===== src/rtl/fsm_pkg.sv =====
`default_nettype none
// ============================================================================
// Package     : fsm_pkg
// Description : State encoding for the flit transmitter control FSM.
// Revision    : 1.0 - initial release
// ============================================================================
package fsm_pkg;

    typedef enum logic [1:0] {
        IDLE      = 2'd0,
        SEND      = 2'd1,
        WAIT_RESP = 2'd2
    } tx_state_e;

endpackage : fsm_pkg
`default_nettype wire


===== src/rtl/ni_pkg.sv =====
`default_nettype none
// ============================================================================
// Package     : ni_pkg
// Description : Flit and packet definitions shared between the flit transmitter
//               and the network-interface side.
//               - req_packet_s  : head, body[TOTAL_FLITS-2], tail flits
//               - resp_packet_s : RESP_FLITS response flits, index 0 first
// Revision    : 1.0 - initial release
// ============================================================================
package ni_pkg;

    localparam int FLIT_W      = 16;
    localparam int TOTAL_FLITS = 4;
    localparam int RESP_FLITS  = 2;

    typedef struct packed {
        logic [FLIT_W-1:0]                   head_flit;
        logic [TOTAL_FLITS-3:0][FLIT_W-1:0]  body_flit;
        logic [FLIT_W-1:0]                   tail_flit;
    } req_packet_s;

    typedef struct packed {
        logic [RESP_FLITS-1:0][FLIT_W-1:0]   flit;
    } resp_packet_s;

endpackage : ni_pkg
`default_nettype wire


===== src/rtl/flit_serializer.sv =====
`default_nettype none
// ============================================================================
// Module      : flit_serializer
// Description : Latches a request packet and presents its flits one at a time
//               (head, body[0..], tail) with a valid/ready handshake toward the
//               NI. Flit and enable hold while the NI stalls.
// Ports       : clk, resetn      - clock, synchronous active-low reset
//               start            - latch packet and begin sending (IDLE accept)
//               packet           - request packet to serialise
//               ni_ready         - NI consumes the current flit this cycle
//               o_flit, enable   - registered flit and its valid
//               done             - tail flit consumed on this edge
// Revision    : 1.0 - initial release
// ============================================================================
module flit_serializer
    import ni_pkg::*;
(
    input  logic              clk,
    input  logic              resetn,
    input  logic              start,
    input  req_packet_s       packet,
    input  logic              ni_ready,
    output logic [FLIT_W-1:0] o_flit,
    output logic              enable,
    output logic              done
);

    localparam int                IDX_W    = $clog2(TOTAL_FLITS);
    localparam logic [IDX_W-1:0]  LAST_IDX = IDX_W'(TOTAL_FLITS - 1);

    logic [TOTAL_FLITS-1:0][FLIT_W-1:0] flat;
    logic [TOTAL_FLITS-1:0][FLIT_W-1:0] flits;
    logic [IDX_W-1:0]                   flit_idx;

    // Flatten the packet into send order so one index walks every flit.
    assign flat[0]             = packet.head_flit;
    assign flat[TOTAL_FLITS-1] = packet.tail_flit;
    generate
        for (genvar g = 0; g < TOTAL_FLITS - 2; g++) begin : g_body
            assign flat[g+1] = packet.body_flit[g];
        end
    endgenerate

    assign done = enable && ni_ready && (flit_idx == LAST_IDX);

    always_ff @(posedge clk) begin
        if (!resetn) begin
            flits    <= '0;
            flit_idx <= '0;
            o_flit   <= '0;
            enable   <= 1'b0;
        end else if (start) begin
            // Head goes out directly from the input so it appears next cycle.
            flits    <= flat;
            flit_idx <= '0;
            o_flit   <= packet.head_flit;
            enable   <= 1'b1;
        end else if (enable && ni_ready) begin
            if (flit_idx == LAST_IDX) begin
                enable <= 1'b0;
                o_flit <= '0;
            end else begin
                flit_idx <= flit_idx + 1'b1;
                o_flit   <= flits[flit_idx + 1'b1];
            end
        end
    end

endmodule : flit_serializer
`default_nettype wire


===== src/rtl/noc_flit_tx.sv =====
`default_nettype none
// ============================================================================
// Module      : noc_flit_tx
// Description : Sends a request packet flit-by-flit to the NI, then collects
//               RESP_FLITS response flits, reporting completion or a timeout.
// Ports       : clk, resetn               - clock, synchronous active-low reset
//               req_valid/req_packet/req_ready - upstream request handshake
//               o_flit/enable/ni_ready    - flit stream toward the NI
//               i_flit/valid_in           - response flits from the NI
//               resp_valid/resp_packet/resp_err - response result (err=timeout)
// Revision    : 1.0 - initial release
// ============================================================================
module noc_flit_tx
    import ni_pkg::*;
    import fsm_pkg::*;
#(
    parameter int TIMEOUT_CYCLES = 256
) (
    input  logic              clk,
    input  logic              resetn,
    input  logic              req_valid,
    input  req_packet_s       req_packet,
    output logic              req_ready,
    output logic [FLIT_W-1:0] o_flit,
    output logic              enable,
    input  logic              ni_ready,
    input  logic [FLIT_W-1:0] i_flit,
    input  logic              valid_in,
    output logic              resp_valid,
    output resp_packet_s      resp_packet,
    output logic              resp_err
);

    localparam int TO_W = $clog2(TIMEOUT_CYCLES);
    localparam int RC_W = $clog2(RESP_FLITS + 1);

    tx_state_e        state;
    tx_state_e        state_next;
    logic [RC_W-1:0]  resp_cnt;
    logic [TO_W-1:0]  to_cnt;
    logic             accept;
    logic             tx_done;
    logic             resp_last;
    logic             timeout_hit;

    assign accept      = (state == IDLE) && req_valid;
    assign resp_last   = (state == WAIT_RESP) && valid_in &&
                         (resp_cnt == RC_W'(RESP_FLITS - 1));
    // A response flit arriving on the terminal count takes priority.
    assign timeout_hit = (state == WAIT_RESP) && !valid_in &&
                         (to_cnt == TO_W'(TIMEOUT_CYCLES - 1));

    flit_serializer u_serializer (
        .clk      (clk),
        .resetn   (resetn),
        .start    (accept),
        .packet   (req_packet),
        .ni_ready (ni_ready),
        .o_flit   (o_flit),
        .enable   (enable),
        .done     (tx_done)
    );

    always_ff @(posedge clk) begin
        if (!resetn) state <= IDLE;
        else         state <= state_next;
    end

    always_comb begin
        state_next = state;
        case (state)
            IDLE:      if (accept)                   state_next = SEND;
            SEND:      if (tx_done)                  state_next = WAIT_RESP;
            WAIT_RESP: if (resp_last || timeout_hit) state_next = IDLE;
            default:                                 state_next = IDLE;
        endcase
    end

    always_ff @(posedge clk) begin
        if (!resetn) begin
            req_ready   <= 1'b1;
            resp_valid  <= 1'b0;
            resp_err    <= 1'b0;
            resp_packet <= '0;
            resp_cnt    <= '0;
            to_cnt      <= '0;
        end else begin
            req_ready  <= (state_next == IDLE);
            resp_valid <= 1'b0;
            resp_err   <= 1'b0;
            if (tx_done) begin
                // Fresh collection window: a timed-out result then carries
                // only this transaction's flits.
                resp_cnt    <= '0;
                to_cnt      <= '0;
                resp_packet <= '0;
            end
            if (state == WAIT_RESP) begin
                if (valid_in) begin
                    for (int i = 0; i < RESP_FLITS; i++) begin
                        if (resp_cnt == RC_W'(i)) resp_packet.flit[i] <= i_flit;
                    end
                    resp_cnt <= resp_cnt + 1'b1;
                    to_cnt   <= '0;
                    if (resp_last) resp_valid <= 1'b1;
                end else if (timeout_hit) begin
                    resp_valid <= 1'b1;
                    resp_err   <= 1'b1;
                end else begin
                    to_cnt <= to_cnt + 1'b1;
                end
            end
        end
    end

endmodule : noc_flit_tx
`default_nettype wire


===== config.mk =====
export PLATFORM = sky130hd
export DESIGN_NAME = noc_flit_tx
export DESIGN_NICKNAME = d
export VERILOG_FILES = /design/src/rtl/fsm_pkg.sv /design/src/rtl/ni_pkg.sv /design/src/rtl/flit_serializer.sv /design/src/rtl/noc_flit_tx.sv
export SDC_FILE = /design/constraint.sdc
export NUM_CORES = 1
export LEC_CHECK = 0
export ABC_AREA = 1
export CORE_ASPECT_RATIO = 1.2
export CORE_MARGIN = 2
export CORE_UTILIZATION = 30
export CTS_CLUSTER_DIAMETER = 80
export DETAILED_ROUTE_END_ITERATION = 10
export DONT_BUFFER_PORTS = 1
export MAX_ROUTING_LAYER = met4
export PLACE_DENSITY_LB_ADDON = 0.2
export SLEW_MARGIN = 40
export SYNTH_ARGS = -nofsm -noshare
export SYNTH_HDL_FRONTEND = slang
export SYNTH_SLANG_ARGS = --single-unit

===== constraint.sdc =====
create_clock -name clk -period 4.7 [get_ports clk]
set_clock_uncertainty 0.2 [all_clocks]
set_input_delay 0.235 -clock clk [delete_from_list [all_inputs] [get_ports clk]]
set_output_delay 0.235 -clock clk [all_outputs]
set_load 0.01 [all_outputs]

==> results.ini <==
[status]
status = complete, no violations

[hold_path]
min_path_cells = 3
whs_endpoint = to_cnt[4]$_SDFF_PN0_
min_from = resetn
hp-class = in -> reg

[worst_setup_path]
start_kind = flop
setup.worst_path.start = u_serializer.flit_idx[1]$_SDFFE_PP0P_
arrival_ns = 2.57
r2r-start = u_serializer.flit_idx[1]$_SDFFE_PP0P_
path_cells = ha_1, nand3_4, nand3b_1, nand3_1, nand2_1, dlygate4sd3_1
cp.required_ns = 4.80
slowest_stage = dlygate4sd3_1
worstSetupEndpointType = flop
reg2reg_to = req_ready$_SDFF_PN1_
reg2reg_depth = 6
r2r_slack_ns = 2.23
crit_family = simple AND/OR/NAND/NOR gates
timing.critical_path.buf_inv = 1
cp_max_fo = 46
worstSetupPathType = reg -> reg
max_stage_delay_ns = 0.55

[pwr]
seq_power_share = 0.420
power_frac_comb = 0.100
power_switching_share = 0.2533
power.switching_uw = 716.9
p_leak_uw = 0.002767
irDropWorstVdd_v = 0.0002110
power_uw = 2830
clkPwrFrac = 0.480
power.internal_uw = 2114
powerDensity_mw_per_mm2 = 398.1

[floorplan]
floorplan.die_area_mm2 = 0.01973
start_util = 0.3061
die_w_um = 128.5
core_mm2 = 0.01824
placementRows = 54
die_h_um = 153.5
ios = 137

[detailed_routing]
drc_errors = 0
ant_nets = 0
routed_wl_mm = 15.94
dr.pass1.iters = 4
wire_per_inst_um = 15.39
dr.first_iter.drc_count = 246
vias = 5135
vias_per_cell = 4.957

[synth]
synth-seq-cells = 130
avgSynthCellArea_um2 = 7.546
yosys.area.top_type = dfxtp_1
synth_warnings = 0
synth.distinct_cells = 33
yosys-top-cells-area = dfxtp_1 47%, nand2_1 8.8%, a21oi_1 7.2%, o21ai_0 7.1%, nor2_1 6.0%
syn_inst = 740
synth_seq_area_share = 0.4661
synth_nets = 829
yosys.area.top_type_share = 0.4661
synthesis.area_mm2 = 0.005584

[layout]
drive_gt1_frac = 0.09518
regArea_mm2 = 0.002604
fillers = 1909
final_net_count = 885
multiInputGateArea_mm2 = 0.002519
area.growth.synth_to_final_pct = 27.34

[sta]
fin_setup_tns_ns = 0
finalHoldViolations = 0
rsz0062_at_grt = false
setup_viol = 0
slew_violations = 0
period_needed_ns = 2.472
post-route-period-util = 0.5260
tightest_slew_ns = 0.6277
max_slew_margin = 0.5815
fmax_mhz = 404.5

[cts]
cts_resized = 0
post_cts_buffers = 0
cts_sinks = 130
cts-root-buf = clkbuf_16
clock_tree.buffer_depth = 2
cts_tree = done
insertion_delay_ns = 0.42
clk_pin_slew_ns = 0.06
cts_made_buffers = 17
cts_max_level = 4

[run]
cap_violations = 0

[grt]
antenna_found_initial = 3
grt_pass1_wl_mm = 25.30
grt_pass1_vias = 4995
grt_max_degree = 86
grt_overflow = 0
grt_usage = 0.1678

[place]
place.gp.congestion = 0.7715
port_buffers = 0
hpwl_mm = 10.10

[sequential cells by signal, summed over array words and instances (netlist names), 2 cells and up]
name                   count
to_cnt                     8
u_serializer.o_flit       16
u_serializer.flits        64
resp_cnt                   2
state                      2
resp_packet               32
u_serializer.flit_idx      2
[synth_stat cells (all sizes together)]
cell / instances
nand2: 139
dfxtp: 130
nor2: 102
o21ai: 102
a21oi: 90
inv: 52
buf: 36
nand3: 33
o22ai: 16
clkbuf: 14
o211ai: 14
ha: 4
a211oi: 3
nand3b: 2
o21bai: 2
xor2: 1
[power by group through the flow]
stage	Clock (uW)	Combinational (uW)	Sequential [uW]
after floorplan	0	181	1210
after global placement	0	204	1210
after detailed placement	0	208	1210
after CTS	1400	280	1190
after global routing	1440	317	1190
final	1360	282	1190
[logic make-up after synthesis]
family,count (synthesis),synth area share
buffers and inverters,102,0.08425
and+or+nand+nor,276,0.2160
AOI/OAI and AO/OA,227,0.2232
adders and majority gates,4,0.008963
DFF,130,0.4661
xor gates and xnor gates,1,0.001569
[routing by layer]
layer / vias to the layer above / global-route usage / share of wire
met5: - / - / 0
met4: 0 / 0.05331 / 0.013
met3: 13 / 0.05460 / 0.069
met2: 160 / 0.2743 / 0.49
met1: 2388 / 0.1947 / 0.43
li1: 2574 / - / -
[per-stage QoR]
stage	std cells	utilization	setup WS, ns	hold slack, ns	instance area [um2]
floorplan	740	-	3.151	0.1991	5584
global placement	917	0.3078	2.472	0.1176	5615
detailed placement	917	0.3085	2.563	0.1242	5628
CTS	1032	0.3883	2.217	0.008427	7083
global route	1036	0.3898	2.062	0.03422	7111
finish	1036	0.3898	2.228	0.02523	7111
[tightest hold or removal path, delay by kind of cell]
| family | cells | cell delay (ns) |
|---|---|---|
| AND/OR/NAND/NOR | 2 | 0.15 |
| buffers and inverters | 1 | 0.20 |
[what timing repair did]
item / 4_1_cts / 5_1_grt
setup endpoints to repair: 0 / 0
endpoints found under the hold margin: 126 / 0
hold buffers: 83 / 0
[layout by cell type (no fill, tap or decap), types with 3 or more instances in the layout]
cell	synthesis	layout
inv_4	1	3
o211ai_1	14	14
nor2_2	7	7
dfxtp_1	130	129
nand2_2	5	5
a21oi_2	10	10
nor2_4	4	4
nand2_4	3	3
inv_1	47	47
nand3_1	30	30
clkinvlp_4	0	5
clkbuf_16	0	17
inv_6	0	3
nor2_1	90	90
buf_4	3	3
nand2_1	131	131
dlygate4sd3_1	0	82
o22ai_1	16	16
a21oi_1	80	80
o21ai_0	79	79
diode_2	0	3
bufinv_16	0	3
o21ai_1	23	23
ha_1	4	4
[worst max path at each step]
stage                                                  endpoint  cells after the start
after detailed placement  u_serializer.flit_idx[1]$_SDFFE_PP0P_                      5
after global routing                       req_ready$_SDFF_PN1_                      6
after CTS                                  req_ready$_SDFF_PN1_                      6
after floorplan             u_serializer.o_flit[7]$_SDFFE_PN0P_                      7
final                                      req_ready$_SDFF_PN1_                      6
after global placement                     req_ready$_SDFF_PN1_                      5
[area by class of cell]
type / instances / area share
antenna: 3 / 0.001056
clock buffer: 17 / 0.05983
clock inverter: 15 / 0.02551
inverter: 52 / 0.02851
multi-input combinational: 508 / 0.3542
sequential: 130 / 0.3662
tap: 224 / 0.03942
timing repair buffer: 87 / 0.1253
(Power assumes the default switching activity.)
